### src/rtl/mul12u_acc_stream.sv
// Block-sum accumulator for mul12u_* products over valid/ready.
// Optional macro MUL12U_ACC_SAT_EN: saturate instead of wrapping.
module mul12u_acc_stream #(
  parameter int PROD_W = 24,
  parameter int DROP   = 17,
  parameter int ACC_W  = 32,
  parameter int CNT_W  = 8
) (
  input  logic              clk,
  input  logic              rst,
  input  logic [PROD_W-1:0] in_prod,
  input  logic              in_valid,
  input  logic              in_last,
  output logic              in_ready,
  output logic [ACC_W-1:0]  out_sum,
  output logic [CNT_W-1:0]  out_count,
  output logic              out_ovf,
  output logic              out_valid,
  input  logic              out_ready
);

  localparam int AW = ACC_W - DROP;

  typedef enum logic {
    S_ACC  = 1'b0,
    S_HOLD = 1'b1
  } state_t;

  state_t           r_state;
  logic [AW-1:0]    r_acc;
  logic [CNT_W-1:0] r_cnt;
  logic             r_ovf;
  logic [ACC_W-1:0] r_sum;
  logic [CNT_W-1:0] r_out_cnt;
  logic             r_out_ovf;

  logic             w_beat;
  logic             w_res_hs;
  logic [AW-1:0]    w_term;
  logic [AW:0]      w_add;
  logic             w_carry;
  logic [AW-1:0]    w_acc_nxt;
  logic [CNT_W-1:0] w_cnt_nxt;
  logic             w_ovf_nxt;
  logic [ACC_W-1:0] w_res;
  logic             w_unused;

  assign out_valid = (r_state == S_HOLD);
  assign in_ready  = !out_valid | out_ready;
  assign w_beat    = in_valid & in_ready;
  assign w_res_hs  = out_valid & out_ready;

  // truncating multipliers hold the dropped LSBs at zero
  assign w_unused  = ^in_prod;
  assign w_term    = AW'(in_prod[PROD_W-1:DROP]);
  assign w_add     = {1'b0, r_acc} + {1'b0, w_term};
  assign w_carry   = w_add[AW];

`ifdef MUL12U_ACC_SAT_EN
  // once clamped, any nonzero term carries again
  assign w_acc_nxt = w_carry ? '1 : w_add[AW-1:0];
`else
  assign w_acc_nxt = w_add[AW-1:0];
`endif

  assign w_cnt_nxt = r_cnt + 1'b1;
  assign w_ovf_nxt = r_ovf | w_carry;
  assign w_res     = ACC_W'(w_acc_nxt) << DROP;

  // acc is already clear in HOLD, so a beat
  // taken on the result handshake starts fresh
  always_ff @(posedge clk or posedge rst) begin
    if (rst) begin
      r_state   <= S_ACC;
      r_acc     <= '0;
      r_cnt     <= '0;
      r_ovf     <= 1'b0;
      r_sum     <= '0;
      r_out_cnt <= '0;
      r_out_ovf <= 1'b0;
    end else begin
      if (w_beat && in_last) begin
        r_sum     <= w_res;
        r_out_cnt <= w_cnt_nxt;
        r_out_ovf <= w_ovf_nxt;
        r_acc     <= '0;
        r_cnt     <= '0;
        r_ovf     <= 1'b0;
        r_state   <= S_HOLD;
      end else if (w_beat) begin
        r_acc     <= w_acc_nxt;
        r_cnt     <= w_cnt_nxt;
        r_ovf     <= w_ovf_nxt;
        r_state   <= S_ACC;
      end else if (w_res_hs) begin
        r_state   <= S_ACC;
      end
    end
  end

  assign out_sum   = r_sum;
  assign out_count = r_out_cnt;
  assign out_ovf   = r_out_ovf;

endmodule

### config.mk
export PLATFORM = sky130hd
export DESIGN_NAME = mul12u_acc_stream
export DESIGN_NICKNAME = d
export VERILOG_FILES = /design/src/rtl/mul12u_acc_stream.sv
export SDC_FILE = /design/constraint.sdc
export NUM_CORES = 1
export LEC_CHECK = 0
export CAP_MARGIN = 20
export CORE_UTILIZATION = 45
export CTS_BUF_LIST = sky130_fd_sc_hd__clkbuf_8
export DETAILED_ROUTE_END_ITERATION = 16
export PLACE_DENSITY = 0.78
export REMOVE_ABC_BUFFERS = 1
export SYNTH_ARGS = -nofsm -noshare
export SYNTH_HDL_FRONTEND = slang
export SYNTH_SLANG_ARGS = --single-unit
### constraint.sdc
create_clock -name clk -period 1.94 [get_ports clk]
set_input_delay 0.194 -clock clk [delete_from_list [all_inputs] [get_ports clk]]
set_output_delay 0.194 -clock clk [all_outputs]
set_load 0.05 [all_outputs]
Word level (Yosys, flattened, before mapping)
Cells that the tools add are included.
{ "word_totals": {"regBits": 49, "in_bits": 29, "out_inout_bits": 43} }
{ "op_classes": {"addsub": 2, "n_mux": 9, "n_bitwise": 4, "reduce_logical": 4} }
{ "ops": {"columns": ["operator", "count"], "rows": [
  ["2-to-1 mux 15 bit", 2],
  ["adder 15 x 7 -> 16 bit", 1],
  ["2-to-1 mux 8 bit", 2],
  ["adder 8 x 1 -> 8 bit, second input constant", 1],
  ["2-to-1 mux 1 bit", 5],
  ["nonzero test 3 bit", 1],
  ["bitwise AND 1 bit", 2],
  ["bitwise OR 1 bit", 2],
  ["nonzero test 2 bit", 1],
  ["logical AND 1 bit", 1],
  ["zero test 1 bit", 1]
]} }

Depth between registers and ports, before layout
Gate-level depths: netlist of run 1.
{ "depth": {"ltp_word": 5, "depth_mapped": 7, "depth_no_buf": 6} }

Worst setup path after synthesis of run 1
No wires, ideal clock.
{ "synth_path": {"path_type": "reg-to-reg", "start": "register r_state, in the netlist out_valid", "end": "register r_acc[14]", "setup_time_ns": 0.070, "arrival_time_ns": 2.206, "required_ns": 1.870, "setup_slack_ns": -0.335, "path_stages_with_launch": 7, "n_path_buf": 1, "period_less_slack_ns": 2.275, "cell_sequence": "dfrtp_1 > nor2b_1 > inv_1 > nand3_1 > buf_2 > or4b_2 > nand3_1"} }
{ "synth_via": {"elab_chain_cells": 5} }
{ "synth_rtl": {"columns": ["item", "line", "rtl"], "rows": [
  ["start: declaration", "29", "state_t r_state;"],
  ["start signal: assignment", "74", "r_state <= S_ACC;"],
  ["start signal: assignment", "89", "r_state <= S_HOLD;"],
  ["start signal: assignment", "94", "r_state <= S_ACC;"],
  ["zero test 1 bit (*)", "49", "assign in_ready = !out_valid | out_ready;"],
  ["bitwise OR 1 bit (*)", "49", null],
  ["via in_ready", "14", "output logic in_ready,"],
  ["bitwise AND 1 bit (*)", "50", "assign w_beat = in_valid & in_ready;"],
  ["logical AND 1 bit", "82", "if (w_beat && in_last) begin"],
  ["2-to-1 mux 15 bit / nonzero test 2 bit (equally long branches)", null, null],
  ["end signal: assignment", "91", "r_acc <= w_acc_nxt;"],
  ["end: declaration", "30", "logic [AW-1:0] r_acc;"]
]} }
Mark *: on every way through the listed nets, which the timed path passes. The rest lies on a longest branch.
A chain may end at the register's enable or synchronous reset.

Worst setup path in the final report of run 1
{ "layout_path": {"start": "register r_acc[0]", "end": "register r_sum[27], in the netlist out_sum[27]"} }
{ "layout_via": {"elab_chain_cells": 1} }
{ "layout_rtl": {"columns": ["item", "line", "rtl"], "rows": [
  ["adder 15 x 7 -> 16 bit", "56", "assign w_add = {1'b0, r_acc} + {1'b0, w_term};"],
  ["end signal: assignment", "83", "r_sum <= w_res;"],
  ["end: declaration", "33", "logic [ACC_W-1:0] r_sum;"]
]} }
Every way passes these cells.

==> results of run 1 <==
synth_stat cells (3+ instances only):
library cell | number | area share
o21ai_0 | 23 | 0.042
nand2_1 | 43 | 0.059
xor2_1 | 6 | 0.019
a22o_1 | 5 | 0.016
xnor2_1 | 5 | 0.016
o31ai_1 | 8 | 0.022
dfrtp_1 | 49 | 0.45
a31oi_1 | 6 | 0.014
clkbuf_1 | 12 | 0.017
mux2_2 | 4 | 0.017
a211oi_1 | 4 | 0.011
or4_1 | 7 | 0.019
a21oi_1 | 8 | 0.015
ha_1 | 8 | 0.037
o211ai_1 | 8 | 0.022
inv_1 | 6 | 0.0083
nor4b_1 | 3 | 0.0097
nand3_1 | 14 | 0.026
o311ai_0 | 3 | 0.0097
buf_4 | 17 | 0.047
nor2_1 | 8 | 0.011
a211o_1 | 4 | 0.013
nor3_1 | 3 | 0.0055
placed cells by master, fill, tap and decap left out, drive strengths merged, types with 6 or more instances in the layout:
cell type | netlist | routed
dfrtp | 49 | 49
nand2 | 43 | 43
buf | 19 | 40
clkdlybuf4s50 | 0 | 35
o21ai | 23 | 23
conb | 1 | 17
nand3 | 14 | 14
o211ai | 8 | 8
nor2 | 8 | 8
o31ai | 8 | 8
a21oi | 8 | 8
ha | 8 | 8
or4 | 7 | 7
xor2 | 6 | 6
a31oi | 6 | 6
inv | 6 | 6
metal layers:
metal	part of all wire	GRT usage	up-vias	routed length (µm)
met3	0.052	0.0411	19	361
met5	0	0	-	0
met1	0.42	0.258	1191	2930
li1	-	-	1136	-
met2	0.50	0.391	95	3510
met4	0.025	0.0679	0	174
worst max-delay path, delay by kind of cell (launching register included):
family,cells,cell delay (ps)
buf+inv,1,150
flops,1,420
simple gates,1,500
compound gates,3,470
fa+ha+maj,2,400
layout make-up:
type | count | area share
Multi-Input combinational cell | 214 | 0.407
Tap cell | 72 | 0.0246
Sequential cell | 49 | 0.335
Timing Repair Buffer | 76 | 0.190
Clock buffer | 5 | 0.0188
Clock inverter | 3 | 0.0178
Inverter | 6 | 0.00615
logic make-up (layout without fill, tap and decap cells):
family,count (synthesis),after routing,share of synthesized area
mux,5,5,0.0202
other cells,1,17,0.00138
buf+inv,37,90,0.0754
compound gates,76,76,0.188
fa+ha+maj,9,9,0.0441
flops,49,49,0.450
xor+xnor,11,11,0.0354
simple gates,96,96,0.185
power by group:
group          total (mW)  leakage, nW  internal (mW)  switching [mW]
Combinational        2.22        0.910          0.917            1.30
Clock               0.864       0.0681          0.512           0.352
Sequential           1.46        0.636           1.25           0.214
state kept, by name, indices dropped and copies added (netlist names):
| signal | count |
|---|---|
| r_ovf | 1 |
| out_valid | 1 |
| out_sum | 15 |
| out_count | 8 |
| out_ovf | 1 |
| r_cnt | 8 |
| r_acc | 15 |
worst max-delay path by stage:
stage	from	slack [ps]	endpoint
after floorplan	out_valid$_DFFE_PP0P_	-620	out_sum[24]$_DFFE_PP0P_
after global placement	in_prod[17]	-430	r_acc[14]$_DFFE_PP0P_
after detailed placement	in_prod[17]	-450	r_acc[10]$_DFFE_PP0P_
after CTS	r_acc[0]$_DFFE_PP0P_	-40	out_sum[27]$_DFFE_PP0P_
after global routing	r_acc[0]$_DFFE_PP0P_	-130	out_sum[30]$_DFFE_PP0P_
final	r_acc[0]$_DFFE_PP0P_	-70	out_sum[27]$_DFFE_PP0P_
what timing repair did:
item / CTS / global route
pin swaps: 6 / 2
buffers inserted: 2 / 3
resized for setup: 13 / 10
endpoints found under the setup margin: 15 / 17
==> results by group, run 1 <==
GRT
  • GRT overflow: 0
  • Global-route wire length before repair: 10600 µm
  • Initial antenna violation count: 0
  • Pin count of the biggest net entering global routing: 50
  • GR Util All Layers: 0.217
  • Number of global-route vias before repair: 2311

Logic synthesis
  • Warnings from Yosys: 0
  • Post-synth EDFFs: 0
  • Post-Synthesis Cells: 284
  • Mapped Area: 2720 µm²
  • Fraction of registers with async set/reset: 1.00
  • Avg Inst Size Synth: 9.59 µm²
  • #FFs+latches synth: 49
  • Top FF cell, synth: dfrtp_1
  • Count of different cell masters after synthesis: 45
  • Sequential element share of the synthesized area: 0.450

Floorplanning
  • Die X: 79.8 µm
  • Die area: 6370 µm²
  • # IOs: 72
  • Total core area: 5680 µm²
  • Starting Density: 0.480
  • Die height: 79.8 µm
  • Row count: 27

Clocking
  • CTS tree: done
  • Longest Clk Path Bufs: 2
  • CTS H-tree lvls: 2
  • CTS Buf Count: 5
  • Clk root buf: clkbuf_8
  • Clock sinks: 49
  • CTS hold repair buffers: 0
  • Clk Latency, worst-skew pair: 310 ps
  • Clock slew at reported path FFs: 90 ps

Cells and area
  • N_diodes: 0
  • Final #Nets: 390
  • Footprint of the multi-input gates: 1490 µm²
  • Layout cells sized above 1: 0.212
  • FILL cells: 456
  • Fin cells: 425
  • Finished Cell Area: 3660 µm²
  • Layout Utilization: 0.646
  • Seq. cell area: 1230 µm²
  • Area Growth Syn to Fin: 34.6%

Routing
  • Number of detailed-route iterations in the first pass: 4
  • Vias: 2441
  • Drt wl/cell: 16.4 µm
  • Post-DRT Antenna Nets: 0
  • Initial drt markers: 137
  • Via/cell ratio: 5.74
  • DRC errors left: 0
  • Final wirelength: 6970 µm

Worst setup path
  • Reg2reg start: r_acc[0]$_DFFE_PP0P_
  • Capturing point of the worst reg2reg path: out_sum[27]$_DFFE_PP0P_
  • Crit path max fanout: 16
  • Critical path's slowest cell: or4_4
  • Critical path startpoint category: flop
  • Slowest cell delay on critical path: 500 ps
  • Worst path cell trace: ha_4, fa_2, a211oi_2, o211a_1, buf_12, or4_4, a31oi_1
  • Critical path capture point type: flop
  • CP required: 2170 ps
  • Critical Path AT: 2240 ps
  • Crit Path Category: flop to flop
  • Reg2Reg Setup Slack: -70 ps
  • FF-to-FF path depth: 7

Timing
  • Setup TNS: -121 ps
  • Worst relative slew slack: 0.660
  • Final period utilization: 1.04
  • Final setup viols: 3
  • Fin Hold WS: 245 ps
  • Fin crit period: 2010 ps
  • Final hold viol count: 0
  • Clock Skew: 8.71 ps
  • Slew Limit Fails: 0
  • Least-Margin Pin Slew: 509 ps
  • Peak Freq: 0.497 GHz
  • RSZ-0062 raised after global routing: yes
  • PnR worst setup slack: -70.4 ps

Status
  • Status: complete, but fails checks
  • Failing checks: negative setup slack

Pwr
  • Power Density: 1240 nW/µm²
  • Design Power: 4.55 mW
  • VDD IR-drop max: 0.873 mV
  • Pleak: 1.61 nW

Placement
  • Placed Cells: 412
  • Port Buffers: 37
  • Pre-CTS setup slack: -452 ps
  • DPL Wire Length: 4410 µm
  • RePlAce Congestion: 0.821
  • Placed cell areas: 3360 µm²

Min path
  • Hold Path Class: input pin to asynchronous set/reset pin

Job
  • Max cap viols: 0
Note: power is estimated with default switching activity, not from simulation.
==> run 2: changes to the inputs <==
--- a/config.mk
+++ b/config.mk
@@ -8,6 +8,7 @@
 export CAP_MARGIN = 20
 export CORE_UTILIZATION = 45
 export CTS_BUF_LIST = sky130_fd_sc_hd__clkbuf_8
+export CTS_CLUSTER_SIZE = 14
 export DETAILED_ROUTE_END_ITERATION = 16
 export PLACE_DENSITY = 0.78
 export REMOVE_ABC_BUFFERS = 1
==> results of run 2 <==
Final layout, timing and power as in run 1 (identical DEF).
==> RTL change 1 (settings of run 2) <==
Reset style: synchronous (`rst`), changed in one clocked block.
--- a/src/rtl/mul12u_acc_stream.sv
+++ b/src/rtl/mul12u_acc_stream.sv
@@ -69,7 +69,7 @@
 
   // acc is already clear in HOLD, so a beat
   // taken on the result handshake starts fresh
-  always_ff @(posedge clk or posedge rst) begin
+  always_ff @(posedge clk) begin
     if (rst) begin
       r_state   <= S_ACC;
       r_acc     <= '0;
Check against the original RTL: differs if rst is asserted again (counterexample within 4 cycles, from zero or initial values and one cycle with rst high); with rst held inactive, the same outputs for 4 cycles.
==> RTL change 1 against run 2 <==
- the run still ends with setup timing left
- utilization grew 1.8 points
- fmax grew 1.9%
- design area shrank 4.5%
- via count grew 0.74%
- sequential cell count is the same
- setup slack gained 0.037 ns
- routed wire length shrank 7.0%
- synthesized cell count grew 3.9%
- synthesized area shrank 7.2%
- non-clock buffer count grew 7
Power is not compared: it rests on default switching activity, and its combinational part moved more than twofold at a synthesized area within 25%.
==> RTL change 1: results (changes against run 2) <==
\begin{tabular}{lr}
\hline
Metric & Value \\
\hline
\multicolumn{2}{l}{\textbf{Outcome}} \\
\quad Outcome & complete, but fails checks \\
\quad Violated checks & setup timing \\
\multicolumn{2}{l}{\textbf{Global routing}} \\
\quad Maximum number of pins on one net before global-route repair & 41 (-18\%) \\
\quad GRT Util Overall & 21.9\% (+0.28 points) \\
\quad Number of global-route vias before repair & 2210 (-4.4\%) \\
\quad Global-route wire length before repair & 10300 um (-3.0\%) \\
\multicolumn{2}{l}{\textbf{Worst setup path}} \\
\quad Worst path slowest cell & sky130\_fd\_sc\_hd\_\_or4b\_4 \\
\quad Critical-path maximum fanout & 3 (-13) \\
\quad Critical Path Max Stage Delay & 0.54 ns (+0.04 ns) \\
\quad R2R depth & 5 (-2) \\
\quad Arr. time, crit path & 2.22 ns (-0.02 ns) \\
\multicolumn{2}{l}{\textbf{Timing}} \\
\quad Setup slack after layout & -0.0334 ns (+0.0370 ns) \\
\quad Final setup violation count & 2 (-1) \\
\quad Worst Clk Skew & 0.00591 ns (-0.00280 ns) \\
\quad Normalized max-slew margin & 66.4\% (+0.46 points) \\
\multicolumn{2}{l}{\textbf{Final layout}} \\
\quad Post-route non-filler standard cell count & 441 (+3.8\%) \\
\quad Fin nets & 408 (+4.6\%) \\
\multicolumn{2}{l}{\textbf{Drt}} \\
\quad Vias after detailed routing & 2459 (+0.74\%) \\
\quad Drt first-iter violations & 161 (+18\%) \\
\multicolumn{2}{l}{\textbf{Logic synthesis}} \\
\quad Unique cell type count in the Yosys netlist & 43 (-4.4\%) \\
\quad Top post-synthesis cells by area & sky130\_fd\_sc\_hd\_\_dfxtp\_1 (39\%), sky130\_fd\_sc\_hd\_\_a21oi\_1 (5.1\%), sky130\_fd\_sc\_hd\_\_buf\_4 (5.0\%) \\
\quad Register area share after synthesis & 38.8\% (-6.2 points) \\
\quad Dominant cell type by area after synthesis & sky130\_fd\_sc\_hd\_\_dfxtp\_1 \\
\quad Syn avg cell area & 8.57 um2 (-11\%) \\
\multicolumn{2}{l}{\textbf{Min path}} \\
\quad Tightest Hold Check Type & in2reg \\
\multicolumn{2}{l}{\textbf{Place}} \\
\quad Count of placed standard cells including taps & 426 (+3.4\%) \\
\quad Placed instance area & 0.00318 mm2 (-5.3\%) \\
\hline
\end{tabular}
## RTL change 1: changes by cell type after synthesis, sizes merged, moves of 5 or more
cell and change:
dfrtp -49, dfxtp +49, a21oi +18, nand2 -11
nor2 +6, or3 +6, a211oi +5, a22o -5
o211ai -5
## RTL change 1: power by group through the flow
stage | clock (W) | combinational, W | sequential [W]
after floorplan | 0 | 0.000287 | 0.00122
after global placement | 0 | 0.000650 | 0.00111
after detailed placement | 0 | 0.000662 | 0.00111
after CTS | 0.000744 | 0.000714 | 0.00109
after global routing | 0.000785 | 0.000790 | 0.00110
final | 0.000741 | 0.000747 | 0.00109
## RTL change 1: final timing paths
check                                   from      endpoint  slack (ns)
worst min register to register  out_count[1]  out_count[1]        0.46
worst max-delay path                r_acc[6]     r_acc[14]       -0.03
worst min-delay path             in_prod[17]      r_acc[0]        0.33
worst max register to register      r_acc[6]     r_acc[14]       -0.03
## RTL change 1: final cells by class
class | instances | area, um2
flip-flops and latches | 49 | 987
multi-input cells | 228 | 1560
inverters | 3 | 11.3
clock inverters | 3 | 42.5
well taps | 70 | 87.6
clock buffers | 5 | 68.8
fillers | 409 | 1770
repair buffers | 83 | 746
## RTL change 1: cells by family (layout without fill, tap and decap cells)
family / Yosys count / after routing / synth area share, %
compound gates: 90 / 91 / 23.0
flops: 49 / 49 / 38.8
fa+ha+maj: 9 / 9 / 4.75
other cells: 1 / 17 / 0.148
mux: 2 / 2 / 0.792
xor+xnor: 14 / 14 / 4.85
buf+inv: 35 / 94 / 8.02
simple gates: 95 / 95 / 19.6
## RTL change 1: worst reg2reg max path: stages (launching register included)
cell                        delay (ns)
sky130_fd_sc_hd__dfxtp_2          0.35
sky130_fd_sc_hd__ha_4             0.28
sky130_fd_sc_hd__o2111ai_4        0.12
sky130_fd_sc_hd__or4b_4           0.54
sky130_fd_sc_hd__or4_1            0.48
sky130_fd_sc_hd__a21oi_1          0.15
## RTL change 1: metrics by stage
stage | hold WS, ns | TNS (ns)
after floorplan | 0.263 | -13.04
after detailed placement | 0.450 | -7.54
after CTS | 0.462 | -0.0443
final | 0.327 | -0.0484
after global placement | 0.444 | -6.36
after global routing | 0.353 | -0.248
## RTL change 1: routing by layer
metal | global-route usage [%] | vias to the layer above | routed length (um)
met5 | 0 | - | 0
met4 | 8.46 | 0 | 97
met3 | 4.76 | 10 | 383
met2 | 35.9 | 92 | 3120
met1 | 28.0 | 1154 | 2890
li1 | - | 1203 | -
## RTL change 1: what timing repair did
item                                    4_1_cts  5_1_grt
setup buffers                                 5        1
gates resized for setup                      15       15
pin swaps                                    12       10
endpoints found under the setup margin       15       13
gates cloned                                  1        0
endpoints found under the hold margin         0        0
==> RTL change 2 (settings of run 2) <==
Made on the original files. Build with the macro `MUL12U_ACC_SAT_EN` defined.
--- a/src/rtl/mul12u_acc_stream.sv
+++ b/src/rtl/mul12u_acc_stream.sv
@@ -1,5 +1,7 @@
 // Block-sum accumulator for mul12u_* products over valid/ready.
 // Optional macro MUL12U_ACC_SAT_EN: saturate instead of wrapping.
+`define MUL12U_ACC_SAT_EN
+
 module mul12u_acc_stream #(
   parameter int PROD_W = 24,
   parameter int DROP   = 17,
Formal check against the unedited RTL: same outputs for any inputs over 4 cycles, from zero or initial values and one cycle with rst high; that may be too few to reach the edited logic, so the function may still have changed.
==> RTL change 2 against run 2 <==
- the run still ends with setup timing left
- sequential cell count stayed put
- sequential power is 5% lower
- setup slack worse by 0.067 ns
- routed wire length is 6.8% lower
- design area is 1.1% lower
- synthesized area is 1.6% lower
- power is 12% lower
- global-route usage is 1.1 points lower
- fmax is 3.2% lower
- critical endpoint is now out_sum[23]
- largest cell class unchanged
- largest power group unchanged
==> RTL change 2: results (changes against run 2) <==
\begin{tabular}{lr}
\hline
Metric & Value \\
\hline
\multicolumn{2}{l}{\textbf{Power and ir drop}} \\
\quad Leakage dissipation & 1.58 nW (-2.2\%) \\
\quad IR drop worst, VDD & 0.000684 V (-22\%) \\
\multicolumn{2}{l}{\textbf{Logic synthesis}} \\
\quad Top post-synthesis cells by area & sky130\_fd\_sc\_hd\_\_dfrtp\_1 (46\%), sky130\_fd\_sc\_hd\_\_nand2\_1 (6.2\%), sky130\_fd\_sc\_hd\_\_o21ai\_0 (6.2\%) \\
\quad Synth cell count leaders & sky130\_fd\_sc\_hd\_\_dfrtp\_1 (49), sky130\_fd\_sc\_hd\_\_nand2\_1 (44), sky130\_fd\_sc\_hd\_\_o21ai\_0 (33), sky130\_fd\_sc\_hd\_\_nor2\_1 (29), sky130\_fd\_sc\_hd\_\_a21oi\_1 (20) \\
\quad Syn avg cell area & 8.99 um2 (-6.2\%) \\
\multicolumn{2}{l}{\textbf{Timing}} \\
\quad Worst Clk Skew & 0.00556 ns (-0.00315 ns) \\
\quad Normalized max-slew margin & 66.5\% (+0.58 points) \\
\quad Final setup violation count & 26 (+23) \\
\quad Setup slack after layout & -0.137 ns (-0.0671 ns) \\
\multicolumn{2}{l}{\textbf{Worst setup path}} \\
\quad Critical-path maximum fanout & 2 (-14) \\
\quad R2R depth & 8 (+1) \\
\quad Arr. time, crit path & 2.28 ns (+0.04 ns) \\
\quad Crit Reg-Reg Endpoint & out\_sum[23] \\
\multicolumn{2}{l}{\textbf{Drt}} \\
\quad Drt first-iter violations & 212 (+55\%) \\
\quad Vias after detailed routing & 2389 (-2.1\%) \\
\quad Vias per cell & 5.47 (-4.8\%) \\
\multicolumn{2}{l}{\textbf{Place}} \\
\quad Half-perimeter wire length of the detailed placement result & 4190 um (-4.9\%) \\
\quad Placed instance area & 0.00330 mm2 (-1.6\%) \\
\quad Routability cong. & 0.820 (-0.12\%) \\
\quad Count of placed standard cells including taps & 425 (+3.2\%) \\
\quad IO buf count & 37 (unchanged) \\
\multicolumn{2}{l}{\textbf{Clock tree}} \\
\quad Clock Tree Buf Depth & 2 (unchanged) \\
\multicolumn{2}{l}{\textbf{Outcome}} \\
\quad Violated checks & setup timing \\
\quad Outcome & complete, but fails checks \\
\multicolumn{2}{l}{\textbf{Global routing}} \\
\quad Global-route wire length before repair & 10100 um (-4.7\%) \\
\quad Maximum number of pins on one net before global-route repair & 33 (-34\%) \\
\quad GRT Util Overall & 20.6\% (-1.1 points) \\
\quad Number of global-route vias before repair & 2249 (-2.7\%) \\
\multicolumn{2}{l}{\textbf{Final layout}} \\
\quad Share of final-layout standard cells stronger than drive strength 1 & 23.3\% (+2.0 points) \\
\quad Fin nets & 402 (+3.1\%) \\
\hline
\end{tabular}
[RTL change 2: cell types whose count changed after synthesis, sizes merged, moves of 5 or more]
cell / delta
or4: -7
o21ai: +10
o211ai: -5
o31ai: -6
a22o: -5
nand3: -6
a21oi: +12
nor2: +21
[RTL change 2: area by class of cell]
type	instances	area [um2]
Fill cell	465	1980
Timing Repair Buffer	75	707
Inverter	3	11.3
Sequential cell	49	1230
Clock buffer	5	68.8
Clock inverter	3	22.5
Tap cell	72	90.1
Multi-Input combinational cell	230	1500
[RTL change 2: stage by stage]
step	setup slack (ns)	hold slack [ns]	util, %
2_1_floorplan	-0.629	0.302	-
3_3_place_gp	-0.504	0.463	58.9
3_5_place_dp	-0.560	0.459	58.9
4_1_cts	-0.0978	0.198	62.4
5_1_grt	-0.256	0.213	64.6
6_report	-0.137	0.189	64.6
[RTL change 2: metal layers]
metal | vias to the layer above | part of all wire, % | GRT usage (%)
met1 | 1167 | 44 | 27.7
met5 | - | 0 | 0
li1 | 1136 | - | -
met4 | 0 | 1.9 | 7.45
met3 | 11 | 4.4 | 3.56
met2 | 75 | 50 | 33.2
[RTL change 2: timing repair]
action	4_1_cts	5_1_grt
pin swaps	11	15
resized for setup	16	28
endpoints found under the setup margin	32	32
setup buffers	3	1
[RTL change 2: worst max path at each step]
stage,to,start,slack [ns],depth (start not counted)
after floorplan,out_sum[31],out_valid,-0.63,4
after global placement,r_acc[6],in_prod[17],-0.50,8
after detailed placement,r_acc[14],in_prod[17],-0.56,8
after CTS,r_acc[8],r_acc[0],-0.1,7
after global routing,out_sum[23],r_acc[0],-0.26,8
final,out_sum[23],r_acc[0],-0.14,8
[RTL change 2: critical path, cell delays in order, from the launching register on]
cell	delay, ns
sky130_fd_sc_hd__dfrtp_1	0.41
sky130_fd_sc_hd__ha_2	0.19
sky130_fd_sc_hd__fa_2	0.36
sky130_fd_sc_hd__a211oi_2	0.23
sky130_fd_sc_hd__o21ai_1	0.13
sky130_fd_sc_hd__a21oi_1	0.23
sky130_fd_sc_hd__buf_4	0.16
sky130_fd_sc_hd__xor2_1	0.15
sky130_fd_sc_hd__a31oi_1	0.10
[RTL change 2: kinds of logic (layout without fill, tap and decap cells)]
group	count (synthesis)	count (layout)	synth area share, %
compound gates	79	79	17.6
xor+xnor	14	14	4.58
fa+ha+maj	9	9	4.48
buf+inv	35	86	7.94
flops	49	49	45.8
mux	2	2	0.747
other cells	1	17	0.140
simple gates	109	109	18.7
[RTL change 2: power breakdown]
group,switching (W),internal (W)
Clock,0.000377,0.000257
Combinational,0.00120,0.000774
Sequential,0.000166,0.00122
